`config.mk`:
```
export PLATFORM = sky130hd
export DESIGN_NAME = rv32_alu_decoder_flat
export DESIGN_NICKNAME = d
export VERILOG_FILES = /design/src/rtl/rv32_alu_decoder_pkg.sv /design/src/rtl/rv32_alu_decoder_if.sv /design/src/rtl/rv32_alu_decode_comb.sv /design/src/rtl/rv32_alu_decoder.sv /design/src/flat_wrapper.sv
export SDC_FILE = /design/constraint.sdc
export NUM_CORES = 1
export LEC_CHECK = 0
export ABC_AREA = 1
export CAP_MARGIN = 10
export CORE_ASPECT_RATIO = 1.75
export CORE_MARGIN = 2
export CORE_UTILIZATION = 49
export CTS_CLUSTER_SIZE = 30
export DETAILED_ROUTE_END_ITERATION = 6
export MAX_ROUTING_LAYER = met4
export PLACE_DENSITY = 0.82
export SYNTH_ARGS = -nofsm -noshare
export SYNTH_HDL_FRONTEND = slang
export SYNTH_SLANG_ARGS = --single-unit
```
`constraint.sdc`:
```
create_clock -name clk -period 1.8 [get_ports clk]
set_input_delay 0.45 -clock clk [delete_from_list [all_inputs] [get_ports clk]]
set_output_delay 0.45 -clock clk [all_outputs]
set_load 0.02 [all_outputs]
```
`src/rtl/rv32_alu_decoder_pkg.sv`:
```
// rv32_pkg: shared opcode constants, funct7 encodings and the decoded ALU
// request bundle used by the RV32I decode stage.
`timescale 1ns/1ps
package rv32_pkg;

  localparam logic [6:0] OPC_OP     = 7'b0110011;
  localparam logic [6:0] OPC_OP_IMM = 7'b0010011;
  localparam logic [6:0] OPC_LUI    = 7'b0110111;
  localparam logic [6:0] OPC_AUIPC  = 7'b0010111;

  localparam logic [6:0] F7_BASE = 7'h00;
  localparam logic [6:0] F7_ALT  = 7'h20;

  typedef struct packed {
    logic [31:0] a;
    logic [31:0] b;
    logic [2:0]  funct3;
    logic [6:0]  funct7;
    logic [4:0]  rd;
    logic        we;
    logic        illegal;
  } alu_req_t;

endpackage

```
`src/rtl/rv32_alu_decoder_if.sv`:
```
// Valid/ready bundle between fetch/regfile read and the ALU decode stage,
// and between the decode stage and execute. The decoder uses the slave view.
`timescale 1ns/1ps
interface rv32_alu_decoder_if #(parameter int XLEN = 32);
  logic            in_valid;
  logic            in_ready;
  logic [31:0]     in_instr;
  logic [XLEN-1:0] in_pc;
  logic [XLEN-1:0] in_rs1_data;
  logic [XLEN-1:0] in_rs2_data;
  logic            out_valid;
  logic            out_ready;
  logic [XLEN-1:0] out_a;
  logic [XLEN-1:0] out_b;
  logic [2:0]      out_funct3;
  logic [6:0]      out_funct7;
  logic [4:0]      out_rd;
  logic            out_we;
  logic            out_illegal;

  modport slave (
    input  in_valid, in_instr, in_pc, in_rs1_data, in_rs2_data, out_ready,
    output in_ready, out_valid, out_a, out_b, out_funct3, out_funct7,
           out_rd, out_we, out_illegal
  );

  modport master (
    output in_valid, in_instr, in_pc, in_rs1_data, in_rs2_data, out_ready,
    input  in_ready, out_valid, out_a, out_b, out_funct3, out_funct7,
           out_rd, out_we, out_illegal
  );
endinterface

```
`src/rtl/rv32_alu_decode_comb.sv`:
```
// Pure combinational RV32I decode of OP / OP-IMM / LUI / AUIPC into an ALU
// request. Anything else, or a bad funct7, yields an all-zero illegal request.
`timescale 1ns/1ps
module rv32_alu_decode_comb
  import rv32_pkg::*;
#(
  parameter int XLEN = 32
) (
  input  logic [31:0]     i_instr,
  input  logic [XLEN-1:0] i_pc,
  input  logic [XLEN-1:0] i_rs1,
  input  logic [XLEN-1:0] i_rs2,
  output alu_req_t        o_req
);

  logic [6:0]         w_opc;
  logic [2:0]         w_f3;
  logic [6:0]         w_f7;
  logic [4:0]         w_rd;
  logic signed [31:0] w_imm_i;
  logic [31:0]        w_imm_u;
  logic [31:0]        w_shamt;

  assign w_opc   = i_instr[6:0];
  assign w_f3    = i_instr[14:12];
  assign w_f7    = i_instr[31:25];
  assign w_rd    = i_instr[11:7];
  assign w_imm_i = 32'(signed'(i_instr[31:20]));
  assign w_imm_u = {i_instr[31:12], 12'b0};
  assign w_shamt = {27'b0, i_instr[24:20]};

  // Operand selection and legality check; illegal squashes the whole bundle.
  always_comb begin
    logic w_ok;
    w_ok        = 1'b0;
    o_req       = '0;
    o_req.rd    = w_rd;
    case (w_opc)
      OPC_OP: begin
        w_ok         = (w_f7 == F7_BASE) ||
                       ((w_f7 == F7_ALT) && ((w_f3 == 3'b000) || (w_f3 == 3'b101)));
        o_req.a      = i_rs1;
        o_req.b      = i_rs2;
        o_req.funct3 = w_f3;
        o_req.funct7 = w_f7;
      end
      OPC_OP_IMM: begin
        o_req.a      = i_rs1;
        o_req.funct3 = w_f3;
        if (w_f3 == 3'b001) begin
          w_ok    = (w_f7 == F7_BASE);
          o_req.b = w_shamt;
        end else if (w_f3 == 3'b101) begin
          w_ok         = (w_f7 == F7_BASE) || (w_f7 == F7_ALT);
          o_req.b      = w_shamt;
          o_req.funct7 = w_f7;
        end else begin
          w_ok    = 1'b1;
          o_req.b = w_imm_i;
        end
      end
      OPC_LUI: begin
        w_ok    = 1'b1;
        o_req.b = w_imm_u;
      end
      OPC_AUIPC: begin
        w_ok    = 1'b1;
        o_req.a = i_pc;
        o_req.b = w_imm_u;
      end
      default: w_ok = 1'b0;
    endcase
    if (w_ok) begin
      o_req.we = (w_rd != 5'd0);
    end else begin
      o_req         = '0;
      o_req.illegal = 1'b1;
    end
  end

endmodule

```
`src/rtl/rv32_alu_decoder.sv`:
```
// RV32I ALU decode stage: combinational decode feeding an output register
// backed by a one-entry skid register, so the stage runs at full throughput
// while in_ready stays a registered signal.
// Optional statistics counters are built when DECODE_STATS_EN is defined.
`timescale 1ns/1ps
module rv32_alu_decoder
  import rv32_pkg::*;
#(
  parameter int XLEN  = 32,
  parameter int CNT_W = 16
) (
  input  logic                 clk,
  input  logic                 rst_n,
  rv32_alu_decoder_if.slave    bus
`ifdef DECODE_STATS_EN
  ,
  output logic [CNT_W-1:0]     stat_issued,
  output logic [CNT_W-1:0]     stat_illegal
`endif
);

  function automatic logic [CNT_W-1:0] sat_inc(input logic [CNT_W-1:0] v);
    return (&v) ? v : v + CNT_W'(1);
  endfunction

  alu_req_t w_dec;
  alu_req_t r_out;
  alu_req_t r_skid;
  logic     r_out_vld;
  logic     r_skid_vld;
  logic     w_acc;
  logic     w_drain;
  logic     w_out_free;

  rv32_alu_decode_comb #(.XLEN(XLEN)) u_dec (
    .i_instr (bus.in_instr),
    .i_pc    (bus.in_pc),
    .i_rs1   (bus.in_rs1_data),
    .i_rs2   (bus.in_rs2_data),
    .o_req   (w_dec)
  );

  assign bus.in_ready = !r_skid_vld;
  assign w_acc        = bus.in_valid && !r_skid_vld;
  assign w_drain      = r_out_vld && bus.out_ready;
  assign w_out_free   = !r_out_vld || bus.out_ready;

  assign bus.out_valid   = r_out_vld;
  assign bus.out_a       = r_out.a;
  assign bus.out_b       = r_out.b;
  assign bus.out_funct3  = r_out.funct3;
  assign bus.out_funct7  = r_out.funct7;
  assign bus.out_rd      = r_out.rd;
  assign bus.out_we      = r_out.we;
  assign bus.out_illegal = r_out.illegal;

  // Output register refills from skid first (FIFO order), else from the
  // decoder; when the output is stalled an accepted input parks in skid.
  always_ff @(posedge clk or negedge rst_n) begin
    if (!rst_n) begin
      r_out      <= '0;
      r_skid     <= '0;
      r_out_vld  <= 1'b0;
      r_skid_vld <= 1'b0;
    end else if (w_out_free) begin
      if (r_skid_vld) begin
        r_out      <= r_skid;
        r_out_vld  <= 1'b1;
        r_skid_vld <= 1'b0;
      end else if (w_acc) begin
        r_out     <= w_dec;
        r_out_vld <= 1'b1;
      end else begin
        r_out_vld <= 1'b0;
      end
    end else if (w_acc) begin
      r_skid     <= w_dec;
      r_skid_vld <= 1'b1;
    end
  end

`ifdef DECODE_STATS_EN
  logic [CNT_W-1:0] r_stat_issued;
  logic [CNT_W-1:0] r_stat_illegal;

  // Saturating counts of bundles handed to execute; illegal ones count twice.
  always_ff @(posedge clk or negedge rst_n) begin
    if (!rst_n) begin
      r_stat_issued  <= '0;
      r_stat_illegal <= '0;
    end else if (w_drain) begin
      r_stat_issued <= sat_inc(r_stat_issued);
      if (r_out.illegal) r_stat_illegal <= sat_inc(r_stat_illegal);
    end
  end

  assign stat_issued  = r_stat_issued;
  assign stat_illegal = r_stat_illegal;
`else
  logic w_unused;
  assign w_unused = w_drain & (&sat_inc('0));
`endif

endmodule
```
`src/flat_wrapper.sv`:
```
// flat-port wrapper written by rule: the top's interface ports become plain ports
module rv32_alu_decoder_flat import rv32_pkg::*;
#(
  parameter int XLEN  = 32,
  parameter int CNT_W = 16
)
  (clk, rst_n, bus_in_valid, bus_in_instr, bus_in_pc, bus_in_rs1_data, bus_in_rs2_data, bus_out_ready, bus_in_ready, bus_out_valid, bus_out_a, bus_out_b, bus_out_funct3, bus_out_funct7, bus_out_rd, bus_out_we, bus_out_illegal);
  rv32_alu_decoder_if #(.XLEN(XLEN)) bus_i ();
  input  logic clk;
  input  logic rst_n;
  input wire logic [$bits(bus_i.in_valid)-1:0] bus_in_valid;
  input wire logic [$bits(bus_i.in_instr)-1:0] bus_in_instr;
  input wire logic [$bits(bus_i.in_pc)-1:0] bus_in_pc;
  input wire logic [$bits(bus_i.in_rs1_data)-1:0] bus_in_rs1_data;
  input wire logic [$bits(bus_i.in_rs2_data)-1:0] bus_in_rs2_data;
  input wire logic [$bits(bus_i.out_ready)-1:0] bus_out_ready;
  output wire logic [$bits(bus_i.in_ready)-1:0] bus_in_ready;
  output wire logic [$bits(bus_i.out_valid)-1:0] bus_out_valid;
  output wire logic [$bits(bus_i.out_a)-1:0] bus_out_a;
  output wire logic [$bits(bus_i.out_b)-1:0] bus_out_b;
  output wire logic [$bits(bus_i.out_funct3)-1:0] bus_out_funct3;
  output wire logic [$bits(bus_i.out_funct7)-1:0] bus_out_funct7;
  output wire logic [$bits(bus_i.out_rd)-1:0] bus_out_rd;
  output wire logic [$bits(bus_i.out_we)-1:0] bus_out_we;
  output wire logic [$bits(bus_i.out_illegal)-1:0] bus_out_illegal;
  assign bus_i.in_valid = bus_in_valid;
  assign bus_i.in_instr = bus_in_instr;
  assign bus_i.in_pc = bus_in_pc;
  assign bus_i.in_rs1_data = bus_in_rs1_data;
  assign bus_i.in_rs2_data = bus_in_rs2_data;
  assign bus_i.out_ready = bus_out_ready;
  assign bus_in_ready = bus_i.in_ready;
  assign bus_out_valid = bus_i.out_valid;
  assign bus_out_a = bus_i.out_a;
  assign bus_out_b = bus_i.out_b;
  assign bus_out_funct3 = bus_i.out_funct3;
  assign bus_out_funct7 = bus_i.out_funct7;
  assign bus_out_rd = bus_i.out_rd;
  assign bus_out_we = bus_i.out_we;
  assign bus_out_illegal = bus_i.out_illegal;
  rv32_alu_decoder #(.XLEN(XLEN), .CNT_W(CNT_W)) u_core (.clk(clk), .rst_n(rst_n), .bus(bus_i));
endmodule
```
[Word-level counts from Yosys, hierarchy flattened]
Cells that the tools add are included.
Word-level totals
  register bits: 164
  bits in latches: 0
  RAM bits: 0
  memory bits (read-only): 0
  bits of input ports: 132
  output and inout port bits: 83
  memories: 0
Cells by class
  $add $sub $neg: 0
  multipliers: 0
  divide/modulo/power cells: 0
  $lt $le $gt $ge: 0
  eq/ne operators: 7
  shift operators: 0
  multiplexer cells: 19
  bitwise operators: 1
  reduce and logical (&&, ||, !) cells: 17
Operators with widths (number)
  81-bit 2-to-1 mux: 2
  32-bit case mux with 3 select lines: 1
  79-bit 2-to-1 mux: 1
  32-bit 2-to-1 mux: 2
  32-bit case mux with 2 select lines: 1
  7-bit by 6-bit == test with 1-bit output, second input constant: 3
  10-bit case mux with 2 select lines: 1
  7-bit by 5-bit == test with 1-bit output, second input constant: 2
  7-bit 2-to-1 mux: 2
  1-bit 2-to-1 mux: 8
  7-bit logical NOT: 1
  5-bit nonzero test: 1
  1-bit logical OR: 4
  2-bit AND reduction: 2
  2-bit nonzero test: 2
  2-bit OR reduction: 2
  3-bit by 1-bit == test with 1-bit output, second input constant: 1
  3-bit == test, second input constant: 1
  3-bit logical NOT: 1
  1-bit case mux with 3 select lines: 1
  1-bit logical AND: 2
  1-bit logical NOT: 2
  1-bit NOT: 1

[Depth between registers and ports, before layout]
  depth in word-level cells: 8
  gate-level depth with buffers: 13
  gate-level depth less buffers: 12

[Modules after synthesis]
A second synthesis with hierarchy kept.
Second synthesis, totals
  cell total of the unflattened synthesis: 1373
  area total of the unflattened synthesis: 9450.3 µm²
Modules (own cells, without submodules)
  rv32_alu_decoder: times used 1, cells each 966, area each 7315.8 µm², seq. area each 4103.9 µm²
  rv32_alu_decode_comb: times used 1, cells each 407, area each 2134.5 µm², seq. area each 0.0 µm²

[Worst setup path after synthesis]
No wires, ideal clock.
  path type: reg-to-reg
  start: register u_core.r_out_vld, in the netlist u_core.bus.out_valid
  end: register u_core.r_skid[17] (netlist bit)
  data arrival time: 1.533 ns
  path slack: 0.134 ns
  cell stages (with the launch flop): 10
  clock period less this slack: 1.666 ns
  cell sequence: dfrtp_1 inv_1 nor2_1 inv_2 nor3_4 inv_1 clkbuf_1 clkbuf_1 nand2_1 o21ai_0
On the way
  cells in the longest elaborated chain, start to end: 4
Ends and longest elaborated chain
  start: declaration: line rv32_alu_decoder.sv:29  | logic r_out_vld;
  start signal: assignment: line rv32_alu_decoder.sv:63  | r_out_vld <= 1'b0;
  start signal: assignment: line rv32_alu_decoder.sv:68  | r_out_vld <= 1'b1;
  start signal: assignment: line rv32_alu_decoder.sv:72  | r_out_vld <= 1'b1;
  1-bit logical NOT: line rv32_alu_decoder.sv:46  | assign w_out_free = !r_out_vld || bus.out_ready;
  1-bit logical OR: line rv32_alu_decoder.sv:46
  1-bit NOT (no source line)
  2-bit AND reduction (no source line)
  end signal: assignment: line rv32_alu_decoder.sv:77  | r_skid <= w_dec;
  end: declaration: line rv32_alu_decoder.sv:28  | alu_req_t r_skid;
Every way passes these cells.
A chain may end at the register's enable or synchronous reset.

[Worst setup path after layout]
  start: input port bus_in_instr[5]
  end: register u_core.r_skid[31] (netlist bit)
On the way
  cells in the longest elaborated chain, start to end: 4
Ends and longest elaborated chain
  start: declaration: line flat_wrapper.sv:12  | input wire logic [$bits(bus_i.in_instr)-1:0] bus_in_instr;
  7-bit by 5-bit == test with 1-bit output / 7-bit by 6-bit == test with 1-bit output (equally long branches): line rv32_alu_decode_comb.sv:38  | case (w_opc)
  2-bit OR reduction (no source line)
  32-bit case mux with 3 select lines / 1-bit case mux with 3 select lines (equally long branches): line rv32_alu_decode_comb.sv:38
  79-bit 2-to-1 mux *: line rv32_alu_decode_comb.sv:73  | if (w_ok) begin
Every way passes the cells marked *; elsewhere a longest branch is shown, timed or not.

==> impl_metrics.csv <==
group,metric,value,unit
run_status,status,"finished clean",
worst_setup_path,path_cells,"clkdlybuf4s50_1 -> inv_1 -> nor2_4 -> nand2_2 -> nand3_4 -> buf_12 -> clkbuf_16 -> nand2_1 -> o21ai_0",
worst_setup_path,cp_max_fo,12,
flow_run,cap_violations,0,
pwr,seqPwrFrac,41.7,%
synth,netlist_area,8210,um2
drt,wl_per_cell,15.1,um
pwr,comb_power_share,20.8,%
sta,hold_viol,0,
sta,fmax,566,MHz
clock_tree,insertion_delay,0.42,ns
sta,maxSlewViolCount,0,
global_route,grt_usage,26.3,%
pwr,max-vdd-ir-drop,0.000556,V
sta,worstMarginPinSlew,0.519,ns
drt,drt_iter0_drc,368,
drt,wl,24900,um
drt,drt.antenna.violating_nets,0,
synth,yosysTopAreaCellShare,50.0,%
die,num_rows,62,
die,dieArea,17900,um2
final_layout,final_cells,1652,
global_route,overflow,0,
sta,finClkSkew,0.00738,ns
clock_tree,cts_tree,"yes",
clock_tree,cts-root-buf,"clkbuf_16",
sta,period_share,98.2,%
worst_setup_path,arrival,2.09,ns
die,pin_count,215,
die,die_h,175,um
worst_setup_path,slowest_stage,"clkdlybuf4s50_1",
synth,synth_area_leaders,"dfrtp_1 50%, nand2_1 28%, nor2_1 7.7%, nand3_1 3.0%, clkbuf_1 2.4%",
sta,fin_crit,1.77,ns
final_layout,final_nets,1547,
synth,yosysSeqAreaShare,50.0,%
global_route,grt_pass1_wl,36500,um
synth,synth_nets,1315,
worst_setup_path,cp-start-kind,"primary input",
synth,synthDistinctLibCells,21,
final_layout,finish.utilization,72.4,%
place,place_area,10900,um2
synth,yosys_warnings,0,
worst_setup_path,cp.required,2.13,ns
pwr,powerDensity,821,nW/um2
synth,synth.most_common_cell,"nand2_1",
synth,ys_seq_elements,164,
final_layout,fin_area,11900,um2
sta,tns,0,ns
pwr,power.share.clock,37.5,%
final_layout,syn_to_final_growth,45.0,%
synth,syn_inst,1183,
synth,async_flop_share,100,%
clock_tree,clock-sinks,164,
global_route,antenna_found_initial,0,
place,io_buffers,214,
worst_setup_path,cp_slowest_stage_delay,0.57,ns
place,dp_cells,1600,
pwr,p_int,6.81,mW
die,die_x,102,um
clock_tree,numCtsBuffers,17,
clock_tree,clk_pin_slew,0.07,ns
die,core,16400,um2
synth,synthTopCellsByCount,"614 x nand2_1, 169 x nor2_1, 164 x dfrtp_1",
synth,yosysTopAreaCell,"dfrtp_1",
worst_setup_path,cp_top_family,"buffers and inverters",
global_route,grt_max_degree,59,
sta,hold_ws,0.473,ns
drt,drc,0,
sta,finalSetupViolCount,0,
pwr,power.switching,2.96,mW
drt,viasPerCell,5.03,
synth,synth-main-ff-cell,"dfrtp_1",
die,start_util,49.9,%
worst_setup_path,worst-setup-path-type,"in -> reg",
place,hpwl,15900,um
worst_setup_path,path_buf_inv,4,
synth,syn_area_per_cell,6.94,um2
synth,synth_edf_count,0,
global_route,grt_pass1_vias,7737,
sta,maxSlewHeadroom,65.4,%
drt,via_count,8307,
pwr,leakagePower,6.69,nW
worst_setup_path,cp-end-kind,"register",
clock_tree,cts_buffer_depth,2,
hold_path,hold_class,"reg -> reg",
place,gp_congestion,0.977,
final_layout,drive_above_1_share,9.80,%
pwr,swShare,30.3,%
clock_tree,htreeDepth,4,
final_layout,n_antenna_cell,0,
drt,drt_pre_antenna_iters,4,
==> metal layers <==
layer,vias up,GRT usage [%],wire [um]
li1,4114,-,-
met2,279,43.6,12800
met1,3849,31.5,9770
met3,65,4.81,1260
met5,-,-,0
met4,0,10.6,1050
==> logic make-up (layout without fill, tap and decap cells) <==
kind of cell           count (synthesis)  count (layout)  share of synthesized area [%]
buffers and inverters                 95             340                           5.04
AND/OR/NAND/NOR                      838             838                           39.5
AO/OA/AOI/OAI                         86              86                           5.49
flip-flops                           164             164                           50.0
==> power groups by stage <==
stage	sequential (mW)	clock, mW	combinational, mW
6_report	4.08	3.67	2.03
5_1_grt	4.11	3.87	2.23
4_1_cts	4.08	3.72	2.01
3_5_place_dp	4.15	0	2.17
3_3_place_gp	4.15	0	2.15
2_1_floorplan	4.43	0	0.690
==> metrics by stage <==
stage / power, mW / setup WS [ns]
finish: 9.78 / 0.0318
global route: 10.2 / -0.0335
CTS: 9.80 / 0.00673
detailed placement: 6.32 / -0.442
global placement: 6.29 / -0.400
floorplan: 5.12 / 0.134
==> flip-flops by register name (all words and copies together), names as in the netlist, 3 cells and up <==
register               flops
u_core.bus.out_funct3      3
u_core.bus.out_b          32
u_core.bus.out_rd          5
u_core.bus.out_a          32
u_core.r_skid             81
u_core.bus.out_funct7      7
==> timing repair <==
action,4_1_cts,5_1_grt
gates resized for setup,85,56
hold endpoints to repair,35,0
cloned,0,14
hold buffers,1,0
buffers inserted,0,5
setup endpoints to repair,84,148
pin swaps,0,11
==> worst reg2reg max path, cell delays in order (launching register included) <==
cell and delay, ns:
dfrtp_1 0.45, inv_4 0.09, a21oi_1 0.28, inv_4 0.12, buf_12 0.21, nor2_1 0.15
nand2_1 0.08, nand2_1 0.05
==> placed cells by master (no fill, tap or decap), types with 2 or more instances in the layout <==
| master | n |
|---|---|
| nand2_1 | 600 |
| dfrtp_1 | 164 |
| nor2_1 | 162 |
| clkdlybuf4s50_1 | 114 |
| dlygate4sd2_1 | 82 |
| nand3_1 | 48 |
| o21ai_1 | 43 |
| buf_4 | 38 |
| o21ai_0 | 33 |
| clkbuf_16 | 27 |
| buf_12 | 17 |
| dlymetal6s2s_1 | 16 |
| nand2_2 | 14 |
| inv_1 | 13 |
| buf_6 | 7 |
| o31ai_1 | 6 |
| nor2_4 | 5 |
| inv_2 | 4 |
| nor2_2 | 4 |
| clkinv_4 | 4 |
| inv_8 | 4 |
| inv_4 | 3 |
| inv_6 | 3 |
| nand3_4 | 2 |
| a21oi_1 | 2 |
| clkbuf_8 | 2 |
==> layout make-up <==
type | instances | area [um2]
Fill cell | 1359 | 4540
Sequential cell | 164 | 4100
Multi-Input combinational cell | 924 | 3790
Timing Repair Buffer | 287 | 3050
Clock buffer | 19 | 453
Tap cell | 224 | 280
Clock inverter | 13 | 141
Inverter | 21 | 90.1
==> path summary, 6_finish.rpt <==
check / startpoint / endpoint / slack [ns] / cells past startpoint
min in group asynchronous: rst_n / u_core.bus.out_b[22] / 0.49 / 2
hold / removal: u_core.bus.out_a[15] / u_core.bus.out_a[15] / 0.47 / 2
hold reg to reg: u_core.bus.out_a[15] / u_core.bus.out_a[15] / 0.47 / 2
max in group asynchronous: rst_n / u_core.r_skid[77] / 0.72 / 3
setup / recovery: bus_in_instr[5] / u_core.r_skid[31] / 0.03 / 9
setup reg to reg: u_core.r_skid_vld / u_core.bus.out_a[7] / 0.30 / 7
No activity file was read; power rests on OpenSTA's default activity.
